--- src/rtl/ym_bus_pkg.sv ---
// ym_bus_pkg: shared types for the YM2610 write sequencer.
//   ym_state_t - write sequencer FSM states
//   ADDR_PHASE / DATA_PHASE - low bit of ADDR_S for each strobe type
//   ym_cmd_t   - queued command word {part, reg_idx, data}
package ym_bus_pkg;

  typedef enum logic [2:0] {
    ST_IDLE,
    ST_A_WAIT,
    ST_A_STB,
    ST_A_HOLD,
    ST_D_WAIT,
    ST_D_STB,
    ST_D_HOLD
  } ym_state_t;

  localparam logic ADDR_PHASE = 1'b0;
  localparam logic DATA_PHASE = 1'b1;

  localparam int CMD_W = 17;

  typedef struct packed {
    logic       part;
    logic [7:0] reg_idx;
    logic [7:0] data;
  } ym_cmd_t;

endpackage

--- src/rtl/ym_cmd_fifo.sv ---
// ym_cmd_fifo: first-word fall-through command FIFO.
//   PHI_M  - clock, rising edge
//   nRESET - asynchronous active-low reset, empties the FIFO
//   push   - write din (ignored when full)
//   pop    - discard head (ignored when empty)
//   din    - word to write
//   dout   - head word, valid whenever !empty
//   full   - DEPTH words stored
//   empty  - no words stored
//   level  - occupancy, 0..DEPTH
module ym_cmd_fifo #(
  parameter int DEPTH = 8,
  parameter int WIDTH = 17
) (
  input  logic                     PHI_M,
  input  logic                     nRESET,
  input  logic                     push,
  input  logic                     pop,
  input  logic [WIDTH-1:0]         din,
  output logic [WIDTH-1:0]         dout,
  output logic                     full,
  output logic                     empty,
  output logic [$clog2(DEPTH):0]   level
);

  localparam int AW = $clog2(DEPTH);
  localparam logic [AW:0] FULL_LVL = (AW+1)'(DEPTH);

  logic [WIDTH-1:0] mem [DEPTH];
  logic [AW-1:0]    wr_ptr;
  logic [AW-1:0]    rd_ptr;
  logic [AW:0]      count;
  logic             do_push;
  logic             do_pop;

  assign do_push = push && !full;
  assign do_pop  = pop && !empty;
  assign full    = (count == FULL_LVL);
  assign empty   = (count == '0);
  assign level   = count;
  assign dout    = mem[rd_ptr];

  // Storage has no reset so it can map onto plain RAM; stale contents are
  // never visible because empty gates every read.
  always_ff @(posedge PHI_M) begin
    if (do_push) begin
      mem[wr_ptr] <= din;
    end
  end

  // Pointers wrap naturally because DEPTH is a power of two; the separate
  // occupancy counter disambiguates full from empty.
  always_ff @(posedge PHI_M or negedge nRESET) begin
    if (!nRESET) begin
      wr_ptr <= '0;
      rd_ptr <= '0;
      count  <= '0;
    end else begin
      if (do_push) wr_ptr <= wr_ptr + AW'(1);
      if (do_pop)  rd_ptr <= rd_ptr + AW'(1);
      case ({do_push, do_pop})
        2'b10:   count <= count + (AW+1)'(1);
        2'b01:   count <= count - (AW+1)'(1);
        default: count <= count;
      endcase
    end
  end

endmodule

--- src/rtl/ym_write_seq.sv ---
// ym_write_seq: queues (part, register, value) commands and replays them as
// address/data write strobes on the YM2610 register port.
//   PHI_M     - clock, rising edge
//   nRESET    - asynchronous active-low reset
//   CMD_VALID / CMD_READY - command handshake, READY = !full
//   CMD_PART / CMD_REG / CMD_DATA - command fields
//   nWRITE_S  - one-cycle active-low write strobe
//   ADDR_S    - {part, phase}, phase 0 = address, 1 = data
//   DATA_S    - register index or value for the current strobe
//   BUSY_MMR  - YM port busy, sampled only while waiting to strobe
//   IDLE      - nothing queued and nothing in flight
//   LEVEL     - FIFO occupancy
module ym_write_seq
  import ym_bus_pkg::*;
#(
  parameter int DEPTH      = 8,
  parameter bit ADDR_CACHE = 1'b1
) (
  input  logic                     PHI_M,
  input  logic                     nRESET,
  input  logic                     CMD_VALID,
  output logic                     CMD_READY,
  input  logic                     CMD_PART,
  input  logic [7:0]               CMD_REG,
  input  logic [7:0]               CMD_DATA,
  output logic                     nWRITE_S,
  output logic [1:0]               ADDR_S,
  output logic [7:0]               DATA_S,
  input  logic                     BUSY_MMR,
  output logic                     IDLE,
  output logic [$clog2(DEPTH):0]   LEVEL
);

  ym_state_t  state;
  ym_cmd_t    work;
  ym_cmd_t    fifo_din;
  ym_cmd_t    fifo_dout;
  logic       full;
  logic       empty;
  logic       push;
  logic       pop;
  logic       cache_valid;
  logic       cache_part;
  logic [7:0] cache_reg;
  logic       cache_hit;

  assign CMD_READY = nRESET && !full;
  assign push      = CMD_VALID && CMD_READY;
  assign fifo_din  = {CMD_PART, CMD_REG, CMD_DATA};
  assign pop       = (state == ST_IDLE) && !empty;
  assign IDLE      = empty && (state == ST_IDLE);

  assign cache_hit = ADDR_CACHE && cache_valid &&
                     (cache_part == fifo_dout.part) &&
                     (cache_reg == fifo_dout.reg_idx);

  ym_cmd_fifo #(
    .DEPTH (DEPTH),
    .WIDTH (CMD_W)
  ) u_fifo (
    .PHI_M  (PHI_M),
    .nRESET (nRESET),
    .push   (push),
    .pop    (pop),
    .din    (fifo_din),
    .dout   (fifo_dout),
    .full   (full),
    .empty  (empty),
    .level  (LEVEL)
  );

  // Sequencer. The strobe and bus values are loaded on the edge that enters
  // a STB state, so nWRITE_S is low for exactly the STB cycle and the HOLD
  // state that always follows keeps strobes from ever touching. From IDLE
  // the head word is used directly because the working register is being
  // loaded on that same edge. A cache hit with the port free goes straight
  // to the data strobe, mirroring the address path skipping A_WAIT.
  always_ff @(posedge PHI_M or negedge nRESET) begin
    if (!nRESET) begin
      state       <= ST_IDLE;
      work        <= '0;
      cache_valid <= 1'b0;
      cache_part  <= 1'b0;
      cache_reg   <= '0;
      nWRITE_S    <= 1'b1;
      ADDR_S      <= '0;
      DATA_S      <= '0;
    end else begin
      nWRITE_S <= 1'b1;
      case (state)
        ST_IDLE: begin
          if (!empty) begin
            work <= fifo_dout;
            if (cache_hit) begin
              if (BUSY_MMR) begin
                state <= ST_D_WAIT;
              end else begin
                state    <= ST_D_STB;
                nWRITE_S <= 1'b0;
                ADDR_S   <= {fifo_dout.part, DATA_PHASE};
                DATA_S   <= fifo_dout.data;
              end
            end else if (BUSY_MMR) begin
              state <= ST_A_WAIT;
            end else begin
              state       <= ST_A_STB;
              nWRITE_S    <= 1'b0;
              ADDR_S      <= {fifo_dout.part, ADDR_PHASE};
              DATA_S      <= fifo_dout.reg_idx;
              cache_valid <= 1'b1;
              cache_part  <= fifo_dout.part;
              cache_reg   <= fifo_dout.reg_idx;
            end
          end
        end
        ST_A_WAIT: begin
          if (!BUSY_MMR) begin
            state       <= ST_A_STB;
            nWRITE_S    <= 1'b0;
            ADDR_S      <= {work.part, ADDR_PHASE};
            DATA_S      <= work.reg_idx;
            cache_valid <= 1'b1;
            cache_part  <= work.part;
            cache_reg   <= work.reg_idx;
          end
        end
        ST_A_STB:  state <= ST_A_HOLD;
        ST_A_HOLD: state <= ST_D_WAIT;
        ST_D_WAIT: begin
          if (!BUSY_MMR) begin
            state    <= ST_D_STB;
            nWRITE_S <= 1'b0;
            ADDR_S   <= {work.part, DATA_PHASE};
            DATA_S   <= work.data;
          end
        end
        ST_D_STB:  state <= ST_D_HOLD;
        ST_D_HOLD: state <= ST_IDLE;
        default:   state <= ST_IDLE;
      endcase
    end
  end

endmodule

--- config.mk ---
export PLATFORM = sky130hd
export DESIGN_NAME = ym_write_seq
export DESIGN_NICKNAME = d
export VERILOG_FILES = /design/src/rtl/ym_bus_pkg.sv /design/src/rtl/ym_cmd_fifo.sv /design/src/rtl/ym_write_seq.sv
export SDC_FILE = /design/constraint.sdc
export NUM_CORES = 1
export LEC_CHECK = 0
export CORE_MARGIN = 3
export CORE_UTILIZATION = 54
export CTS_BUF_LIST = sky130_fd_sc_hd__clkbuf_4 sky130_fd_sc_hd__clkbuf_8 sky130_fd_sc_hd__clkbuf_16
export DETAILED_ROUTE_END_ITERATION = 8
export PLACE_DENSITY = 0.75
export SYNTH_ARGS = -nofsm -noshare
export SYNTH_HDL_FRONTEND = slang
export SYNTH_SLANG_ARGS = --single-unit
--- constraint.sdc ---
create_clock -name PHI_M -period 3.3 [get_ports PHI_M]
set_clock_uncertainty 0.1 [all_clocks]
set_input_delay 0.33 -clock PHI_M [delete_from_list [all_inputs] [get_ports PHI_M]]
set_output_delay 0.33 -clock PHI_M [all_outputs]
set_load 0.1 [all_outputs]
* Word level (Yosys, flattened, before mapping) *
Memories as Yosys holds them, arrays and structs flattened.
Cells that the tools add are included.

word-level totals
  logic and storage cells = 94
  memory bits (writable) = 136
  memories = 1
  input port bits = 21
  register bits after elaboration = 51
  output and inout port bits = 17

memory list
  name        depth  width  read ports  clocked after Yosys merged registers in  write ports  line               text
  u_fifo.mem  8      17     1           0                                        1            ym_cmd_fifo.sv:29  logic [WIDTH-1:0] mem [DEPTH];

cells by class
  reduce and logical (&&, ||, !) cells = 21
  $add $sub $neg = 4
  multiplexer cells = 39
  bitwise operators = 1
  equality and inequality tests = 15

operators by type and width
  kind                   count
  $mux W8                8
  $pmux W8 S3            1
  $pmux W3 S6            1
  $pmux W8 S2            1
  $mux W2                7
  $mux W1                12
  $mux W3                4
  $ne A2 B2 Y1 const B   5
  $reduce_and A5 Y1      2
  $eq A8 B8 Y1           1
  $logic_and A1 B1 Y1    8
  $pmux W4 S2            1
  $add A3 B1 Y3 const B  2
  $eq A3 B2 Y1 const B   2
  $eq A3 B3 Y1 const B   2
  $pmux W1 S2            3
  $pmux W2 S3            1
  $reduce_and A3 Y1      2
  $add A4 B1 Y4 const B  1
  $eq A4 B4 Y1 const B   1
  $logic_not A4 Y1       1
  $reduce_bool A2 Y1     2
  $sub A4 B1 Y4 const B  1
  $eq A3 B1 Y1 const B   1
  other kinds (9)        10

* Logic depth before layout (Yosys ltp) *
  depth after elaboration = 7
  depth in mapped cells = 13
  mapped depth without buffers = 11

* Hierarchy *
From an unflattened synthesis, not the netlist that was laid out.

second synthesis, totals
  cells, all modules = 448
  area total of the unflattened synthesis = 7920.1 um2

modules (own cells, without submodules)
  module        area an instance (um2)  cells each  instances  sequential area each (um2)
  ym_cmd_fifo   5851.9                  264         1          4334.2
  ym_write_seq  2068.2                  184         1          1027.2

* Least setup slack after synthesis *
No wires, ideal clock.

  kind = reg-to-reg
  start = reg u_fifo.count[1] (netlist: u_fifo.level[1])
  end = mem u_fifo.mem[0][0], enable pin
  buffers on the path = 0
  required time = 2788 ps
  cell stages (with the launch flop) = 6
  library setup time = 412 ps
  clock period less this slack = 5656 ps
  arrival = 5143 ps
  slack = -2356 ps
  cells stage by stage = dfrtp_1 > nor3_1 > a21boi_0 > and2_1 > nand2b_1 > nor3_1

on the way
  word-level cells in the longest chain between the ends = 7

RTL lines
  what                           line                text
  from (decl)                    ym_cmd_fifo.sv:32   logic [AW:0] count;
  from (signal assigned)         ym_cmd_fifo.sv:62   2'b10: count <= count + (AW+1)'(1);
  from (signal assigned)         ym_cmd_fifo.sv:63   2'b01: count <= count - (AW+1)'(1);
  from (signal assigned)         ym_cmd_fifo.sv:64   default: count <= count;
  $eq A4 B4 Y1                   ym_cmd_fifo.sv:38   assign full = (count == FULL_LVL);
  $logic_not A1 Y1               ym_write_seq.sv:47  assign CMD_READY = nRESET && !full;
  $logic_and A1 B1 Y1            ym_write_seq.sv:47
  net CMD_READY                  ym_write_seq.sv:22  output logic CMD_READY,
  $logic_and A1 B1 Y1            ym_write_seq.sv:48  assign push = CMD_VALID && CMD_READY;
  $logic_and A1 B1 Y1            ym_cmd_fifo.sv:36   assign do_push = push && !full;
  $mux W1                        ym_cmd_fifo.sv:46   if (do_push) begin
  $mux W1 (not written as such)  ym_cmd_fifo.sv:47   mem[wr_ptr] <= din;
  to (decl)                      ym_cmd_fifo.sv:29

The timed path passes the listed nets, and every way through them passes these cells.

* Final worst setup path *
  start = reg u_fifo.rd_ptr[1]
  end = reg state[0]

on the way
  word-level cells in the longest chain between the ends = 7
  elaborated cells between the ends (all ways) = 8
  classes of those cells = eq/ne (2); mux (3); reduce/logical (2); memory (1)

RTL lines
  what                                                  line                 text
  from (decl)                                           ym_cmd_fifo.sv:31    logic [AW-1:0] rd_ptr;
  from (signal assigned)                                ym_cmd_fifo.sv:60    if (do_pop) rd_ptr <= rd_ptr + AW'(1);
  $mem_v2 Z8 W17 *                                      n/a
  branches (longest 2 deep; another with $eq A8 B8 Y1)  n/a
  $logic_and A1 B1 Y1 *                                 ym_write_seq.sv:54   (cache_part == fifo_dout.part) &&
  $mux W3 *                                             ym_write_seq.sv:94   if (cache_hit) begin
  $mux W3 *                                             ym_write_seq.sv:92   if (!empty) begin
  $pmux W3 S6 *                                         ym_write_seq.sv:90   case (state)
  to (signal assigned)                                  ym_write_seq.sv:96   state <= ST_D_WAIT;
  to (signal assigned)                                  ym_write_seq.sv:98   state <= ST_D_STB;
  to (signal assigned)                                  ym_write_seq.sv:104  state <= ST_A_WAIT;
  to (decl)                                             ym_write_seq.sv:34   ym_state_t state;

Every way passes the cells marked *. The select of a mux whose other input is x is not followed.
A chain may end at the register's enable or synchronous reset.

==> flow_metrics.py <==
metrics = {
    "floorplanning": {
        "placementRows": 43,
        "die_y_um": 127,
        "core_um2": 14000,
        "die_area_um2": 16100,
        "ios": 38,
        "die_w_um": 127,
        "initial_core_util": 0.560,
    },
    "placed_design": {
        "portBuffers": 37,
        "dp_hpwl_um": 9890,
        "globalplace.congestion": 0.846,
        "dp.cells": 733,
        "dp_slack_ns": 0.132,
    },
    "synthesis": {
        "synth_most_common_cell": "edfxtp_1",
        "synth.top_cells.by_count": "136 x edfxtp_1, 50 x dfrtp_1, 46 x nand2_1, 35 x nor2_1, 29 x mux2i_1",
        "synthFlopType": "edfxtp_1",
        "yosysTopAreaCellShare": 0.519,
        "synth_top_cell_by_area": "edfxtp_1",
        "synth_cell_type_count": 48,
        "syn_nets": 547,
        "yosysSeqAreaShare": 0.682,
        "ys_warn_count": 0,
        "synthTopCellsByArea": "edfxtp_1 52%, dfrtp_1 16%, mux4_2 6.6%, mux2i_1 3.7%, nand2_1 2.2%",
        "syn_area_um2": 7870,
        "async_flop_share": 0.273,
        "ys_ff_latch": 187,
        "synth_edf_count": 136,
        "syn_avg_cell_area_um2": 15.2,
        "syn_inst": 519,
    },
    "power": {
        "fin_total_pwr_mw": 8.91,
        "power_density_nw_per_um2": 975,
        "p_sw_frac": 0.389,
        "power.switching_mw": 3.47,
        "peakVddDrop_v": 0.000474,
        "p_int_mw": 5.44,
        "comb_power_share": 0.406,
        "power.share.sequential": 0.380,
        "p_leak_nw": 3.33,
        "clkPwrFrac": 0.215,
    },
    "route": {
        "vias": 4594,
        "vias_per_cell": 5.99,
        "routed_wl_um": 15800,
        "drc": 0,
        "wire_per_inst_um": 20.7,
        "dr.pass1.iters": 5,
        "drt_first_iter_violations": 465,
        "ant_nets": 0,
    },
    "clock_network": {
        "cts-root-buf": "clkbuf_16",
        "h-tree-depth": 4,
        "cts_tree": "built",
        "clock_sinks": 187,
        "clk_pin_slew_worst_paths_ns": 0.07,
        "numCtsBuffers": 17,
        "clockBufferDepth": 2,
        "clkLatencyLatePin_ns": 0.42,
    },
    "sta": {
        "finalSetupTns_ns": 0,
        "fin_ws_ns": 0.150,
        "finalSetupViolCount": 0,
        "timing.final.crit_share": 0.955,
        "max_freq_mhz": 317,
        "slew_violations": 0,
        "hold_violations": 0,
        "tightest_slew_ns": 0.987,
        "max-slew-margin-rel": 0.342,
        "finalWorstPathRequiredPeriod_ns": 3.15,
        "rsz0062_at_grt": "no",
    },
    "worst_setup_path": {
        "cp-end-kind": "flip-flop",
        "cp_cell_sequence": "mux2_2, o22ai_1, o21ai_0, a2111o_1, nor3_4, inv_1, ha_1, a21oi_1, o32ai_1",
        "worstReg2RegEnd": "state[0]",
        "crit_slowest_cell": "dfrtp_4",
        "reg2regPathDepth": 9,
        "cp_data_required_time_ns": 3.52,
        "path_delay_family": "compound AO/OA/AOI/OAI gates",
        "reg2reg_from": "u_fifo.rd_ptr[1]",
        "path_buf_inv": 1,
        "timing.critical_path.from_type": "flip-flop",
        "critPathArrivalTime_ns": 3.37,
        "path_max_fanout": 17,
        "rrSetupSlack_ns": 0.15,
        "max_stage_delay_ns": 0.58,
        "crit_type": "flip-flop to flip-flop",
    },
    "global_route": {
        "antenna_found_initial": 0,
        "grt_max_degree": 52,
        "grt_pass1_vias": 4626,
        "grt_pass1_wl_um": 25200,
        "grt_overflow_total": 0,
        "track_usage": 0.207,
    },
    "hold_path": {
        "whs_path_depth": 2,
        "hold_start": "ADDR_S[1]",
        "holdPathEnd": "ADDR_S[1]",
        "hp-class": "flip-flop to flip-flop",
    },
    "final_layout": {
        "largest-register": "u_fifo.mem",
        "drive_gt1_frac": 0.189,
        "area_growth_pct": 16.2,
        "antenna_cells": 0,
        "fin_cells": 767,
        "reg.largest.list": "u_fifo.mem: 136 flops, work: 17 flops",
        "fin_util": 0.651,
        "largest_reg_flops": 136,
        "nets": 602,
    },
    "job": {
        "drv_cap": 0,
    },
    "run_status": {
        "status": "complete, no violations",
    },
}
-- worst reg2reg max path: cells and delay by family, from the launching register on --
family | cells | cell delay, ns
buffers and inverters | 1 | 0.09
adder cells (fa/ha/maj) | 1 | 0.28
AND/OR/NAND/NOR | 1 | 0.37
flip-flops | 1 | 0.58
multiplexers | 1 | 0.39
AO/OA/AOI/OAI | 5 | 1.23
-- cell usage in the layout (no fill, tap or decap), types with 6 or more instances in the layout --
master	Yosys	final
edfxtp_1	136	136
nand2_1	46	46
dfrtp_1	50	45
nor2_1	35	35
clkdlybuf4s50_1	0	34
mux2i_1	29	29
o21ai_0	23	23
mux4_2	23	23
buf_4	3	22
a21oi_1	17	17
clkbuf_16	0	17
mux2_2	15	15
a221o_1	12	12
nor3_1	12	10
nand2b_1	9	9
xor2_1	9	9
o22ai_1	8	8
inv_1	7	7
or2_2	6	6
ha_1	6	6
-- worst max-delay path by stage --
stage | from | end | slack [ns] | cells past startpoint
after floorplan | u_fifo.level[3] | u_fifo.level[3] | 0.02 | 10
after global placement | u_fifo.rd_ptr[1] | state[0] | 0.26 | 9
after detailed placement | u_fifo.rd_ptr[1] | state[0] | 0.13 | 9
after CTS | u_fifo.rd_ptr[1] | state[0] | 0.09 | 9
after global routing | u_fifo.rd_ptr[1] | state[0] | 0.006 | 9
final | u_fifo.rd_ptr[1] | state[0] | 0.15 | 9
-- per-stage QoR --
step | instance area (um2) | hold WS, ns
floorplan | 7910 | -0.0656
detailed placement | 8560 | 0.368
CTS | 9130 | 0.391
finish | 9140 | 0.393
global route | 9140 | 0.418
global placement | 8560 | 0.361
-- power by group through the flow --
stage / sequential [mW] / combinational [mW] / clock (mW)
final: 3.38 / 3.62 / 1.91
after detailed placement: 3.42 / 3.59 / 0
after CTS: 3.38 / 3.61 / 1.94
after global placement: 3.39 / 3.50 / 0
after global routing: 3.44 / 3.89 / 2.06
after floorplan: 3.82 / 2.23 / 0
-- final cells by class --
cell class | count | area [um2]
fill | 952 | 4900
clock buffer | 19 | 440
sequential | 187 | 5370
tap | 180 | 225
timing repair buffer | 60 | 552
inverter | 9 | 33.8
clock inverter | 13 | 116
multi-input combinational | 299 | 2400
-- cells by family (layout without fill, tap and decap cells) --
family | count (synthesis) | in the layout | synth area share
DFF | 187 | 187 | 0.682
AOI/OAI and AO/OA | 84 | 84 | 0.0733
xor gates and xnor gates | 13 | 13 | 0.0145
adders and majority gates | 7 | 7 | 0.0121
muxes | 68 | 68 | 0.126
and+or+nand+nor | 127 | 127 | 0.0743
buffers and inverters | 33 | 101 | 0.0186
-- metal layers --
layer	global-route usage	wire, um
met4	0.0555	257
met1	0.279	6790
met2	0.338	7880
met5	0	0
met3	0.0573	914
-- what timing repair did --
action | CTS | global route
resized for setup | 0 | 2
setup endpoints to repair | 0 | 1
hold buffers | 1 | 0
buffers inserted | 0 | 1
endpoints found under the hold margin | 50 | 0
(Power assumes the default switching activity.)
